--- config.mk ---
export PLATFORM = sky130hd
export DESIGN_NAME = cpu_scan_reader
export DESIGN_NICKNAME = d
export VERILOG_FILES = /design/src/rtl/cpu_scan_reader.sv
export SDC_FILE = /design/constraint.sdc
export NUM_CORES = 1
export LEC_CHECK = 0
export CAP_MARGIN = 25
export CORE_AREA = 2 2 68 70
export DETAILED_ROUTE_END_ITERATION = 10
export DIE_AREA = 0 0 70 72
export SLEW_MARGIN = 5
export SYNTH_ARGS = -nofsm -noshare
export SYNTH_HDL_FRONTEND = slang
export SYNTH_SLANG_ARGS = --single-unit
export TNS_END_PERCENT = 5
--- constraint.sdc ---
create_clock -name clk -period 5.1 [get_ports clk]
set_input_delay 0.765 -clock clk [delete_from_list [all_inputs] [get_ports clk]]
set_output_delay 0.765 -clock clk [all_outputs]
set_load 0.02 [all_outputs]
--- src/rtl/cpu_scan_reader.sv ---
// Scan-chain reader for the toy CPU: walks the closed scan loop once
// and streams the sampled bits out LSB-first as bytes.
module cpu_scan_reader #(
  parameter int CHAIN_LEN = 32
) (
  input  logic       clk,
  input  logic       rst,
  input  logic       start,
  output logic       busy,
  output logic       scan_en,
  input  logic       scan_in,
  output logic [7:0] byte_out,
  output logic       byte_valid,
  input  logic       byte_ready,
  output logic       done
);

  localparam int CW = $clog2(CHAIN_LEN + 1);
  localparam logic [CW-1:0] LAST = CW'(CHAIN_LEN - 1);

  typedef enum logic [1:0] {
    IDLE  = 2'd0,
    SHIFT = 2'd1,
    DRAIN = 2'd2
  } state_t;

  state_t        state, state_nx;
  logic [CW-1:0] bit_cnt;
  logic [2:0]    bit_in_byte;
  logic [7:0]    shreg, shreg_nx;
  logic [7:0]    byte_q;
  logic          valid_q, done_q, done_nx;
  logic          last_bit, completing, accept, en;

  assign last_bit   = (bit_cnt == LAST);
  assign completing = (bit_in_byte == 3'd7) | last_bit;
  assign accept     = valid_q & byte_ready;

  always_comb begin
    shreg_nx = shreg;
    shreg_nx[bit_in_byte] = scan_in;
  end

  always_comb begin
    state_nx = state;
    en       = 1'b0;
    done_nx  = 1'b0;
    unique case (state)
      IDLE: begin
        if (start) state_nx = SHIFT;
      end
      SHIFT: begin
        // Pause only when a finished byte has nowhere to go.
        en = !(completing & valid_q & !byte_ready);
        if (en & last_bit) state_nx = DRAIN;
      end
      DRAIN: begin
        if (accept) begin
          state_nx = IDLE;
          done_nx  = 1'b1;
        end
      end
      default: state_nx = IDLE;
    endcase
  end

  always_ff @(posedge clk) begin
    if (rst) begin
      state       <= IDLE;
      bit_cnt     <= '0;
      bit_in_byte <= '0;
      shreg       <= '0;
      byte_q      <= '0;
      valid_q     <= 1'b0;
      done_q      <= 1'b0;
    end else begin
      state  <= state_nx;
      done_q <= done_nx;
      if (en) begin
        bit_cnt     <= last_bit ? '0 : bit_cnt + CW'(1);
        bit_in_byte <= completing ? 3'd0 : bit_in_byte + 3'd1;
        // Cleared after each byte so a short last byte is zero-padded.
        shreg       <= completing ? 8'd0 : shreg_nx;
      end
      if (en & completing) begin
        byte_q  <= shreg_nx;
        valid_q <= 1'b1;
      end else if (accept) begin
        valid_q <= 1'b0;
      end
    end
  end

  assign busy       = (state != IDLE);
  assign scan_en    = en;
  assign byte_out   = byte_q;
  assign byte_valid = valid_q;
  assign done       = done_q;

endmodule
==> results.yml <==
synth:
  ys_warn_count: 0
  syn_area_per_cell_um2: 9.44
  ys_ff_latch: 29
  synth_area_um2: 1460
  ys.flop_type: "dfxtp_1"
  ys_types: 43
  netlist_instances: 155
  synth.net_count: 163
  synth_edf_count: 0
  synthArstFlopShare_pct: 0
  seq_area_frac_synth_pct: 39.7
placement:
  numPortBuffers: 16
  dp.cells: 211
  dp_hpwl_um: 1920
  place_area_um2: 1610
  gp_congestion: 0.716
timing:
  hold_viol_final: 0
  clock_skew_ns: 0.00360
  period_share_pct: 71.8
  rsz0062_at_grt: "false"
  finalMaxSlewViolations: 0
  slew_headroom_pct: 43.3
  setup_viol: 0
  fmax_mhz: 273
  tns_ns: 0
  worstMarginPinSlew_ns: 0.848
  min_period_ns: 3.66
cells_and_area:
  finalNetCount: 175
  fillers: 436
  fin_area_um2: 1720
  utilization_pct: 40.3
  area_growth_syn_to_layout_pct: 17.4
  layout-drive-gt1-share_pct: 17.9
  layout_commonest_cell: "dfxtp_1"
  layout_common_cells: "dfxtp_1, clkdlybuf4s50_1, a21oi_1, nor2_1, nand3_1"
  antenna_cells: 0
  final_cells: 220
worst_hold_path:
  holdPathStages: 2
  hold_start: "bit_cnt[1]"
  hp-class: "reg -> reg"
worst_setup_path:
  cp.arrival_ns: 2.90
  rr_worst_depth: 6
  cp-start-kind: "input port"
  path_cells: "clkdlybuf4s50_1, nand2b_1, o311ai_4, inv_1, clkdlybuf4s50_1"
  r2r_slack_ns: 3.08
  endpoint: "scan_en"
  critPathLaunch: "byte_ready"
  critPathRequiredTime_ns: 4.34
  critPathBufInv: 3
  cpPeakStageDelay_ns: 0.78
  critPathTopFamily: "buffers and inverters"
  cp_common_cell: "clkdlybuf4s50_1"
  cp.depth: 5
  cp_max_fo: 22
  worstSetupPathType: "in -> out"
  r2r_start: "bit_in_byte[0]"
  worstSetupEndpointType: "primary output"
  r2r_end: "bit_cnt[5]"
  critPathSlowestCell: "o311ai_4"
global_routing:
  gr-total-overflow: 0
  grt_max_degree: 30
  grt_pass1_wl_um: 5050
  antenna_found_initial: 0
  grt_pass1_vias: 1156
  gr-usage-all-layers_pct: 12.4
clock_network:
  cts_buffers: 5
  cts_resized: 0
  tritoncts: "yes"
  clock_path_buffers: 2
  cts.clk_slew.worst_paths_ns: 0.06
  clock_latency_ns: 0.27
  post_cts_buffers: 0
  cts.sinks: 29
  ctsHtreeMaxLevel: 2
  ctsHoldBuffers: 0
  cts_root_buf: "clkbuf_8"
drt:
  drtIter0Drc: 49
  wl_um: 2820
  drt_pass1_iterations: 4
  wl_per_cell_um: 12.8
  vias: 1167
  drt-vias-per-instance: 5.30
  antenna_left: 0
  drc: 0
pwr:
  powerDensity_nw_per_um2: 262
  p_leak_uw: 0.000628
  finalPower_uw: 450
  vdd_drop_max_mv: 0.113
floorplanning:
  start_util_pct: 34.3
  ios: 17
  die_x_um: 70
  die_h_um: 72
  die_area_um2: 5040
  rows: 24
  core_area_um2: 4260
flow_run:
  max_cap_viol_count: 0
outcome:
  outcome: "finished clean"
[flip-flops by register name (all words and copies together), names as in the netlist]
signal,flops
bit_in_byte,3
done,1
byte_out,8
bit_cnt,6
byte_valid,1
state,2
shreg,8
[final cells by class]
class	instances	area, um^2	area share (%)
multi-input cells	111	793	46.2
flip-flops and latches	29	581	33.8
repair buffers	17	188	10.9
clock buffers	8	80.1	4.66
well taps	52	65.1	3.79
inverters	3	11.3	0.655
[where the power goes]
part / internal, uW / leakage (uW) / switching (uW)
Combinational: 17.7 / 0.000354 / 21.5
Clock: 96.6 / 0.0000395 / 79.1
Sequential: 230 / 0.000235 / 5.13
[cell usage after synthesis, drive strengths merged (2+ instances only)]
cell type	n	area (um^2)
a21bo	8	80.1
a21oi	14	73.8
a22oi	10	75.1
and2b	2	17.5
buf	9	67.6
clkbuf	3	11.3
dfxtp	29	581
ha	3	37.5
inv	3	11.3
mux2	8	90.1
nand2	6	25.0
nand2b	2	12.5
nand3	12	65.1
nand3b	5	37.5
nand4	3	18.8
nor2	13	56.3
nor3	2	10.0
nor3b	3	22.5
o21ai	3	15.0
or3	2	12.5
[per-stage QoR]
stage | setup WS [ns] | hold WS, ns
global route | 1.30 | 0.527
global placement | 1.47 | 0.484
detailed placement | 1.40 | 0.492
finish | 1.44 | 0.500
CTS | 1.39 | 0.501
floorplan | 2.67 | 0.457
[routing by layer]
metal / up-vias / share of wire, % / global-route usage [%]
li1: 586 / - / -
met1: 561 / 45 / 14.0
met2: 18 / 50 / 22.0
met3: 2 / 4.1 / 4.72
met4: 0 / 0.46 / 3.85
met5: - / 0 / 0
[how the worst min path moves through the flow]
stage | slack (ns) | end
final | 0.50 | bit_cnt[1]
after floorplan | 0.46 | state[0]
after detailed placement | 0.49 | bit_cnt[1]
after CTS | 0.50 | bit_cnt[1]
after global routing | 0.53 | bit_cnt[1]
after global placement | 0.48 | bit_cnt[1]
[worst min-delay path, delay by kind of cell (launching register included)]
family,cells,cell delay [ns]
flops,1,0.34
simple gates,1,0.07
compound gates,1,0.05
[cell families (layout without fill, tap and decap cells)]
kind of cell / count (synthesis) / after routing / synth area share [%]
and+or+nand+nor: 58 / 58 / 23.1
buffers and inverters: 15 / 28 / 6.15
adders and majority gates: 3 / 3 / 2.56
muxes: 9 / 9 / 6.84
DFF: 29 / 29 / 39.7
AOI/OAI and AO/OA: 41 / 41 / 21.7
(Power assumes the default switching activity.)
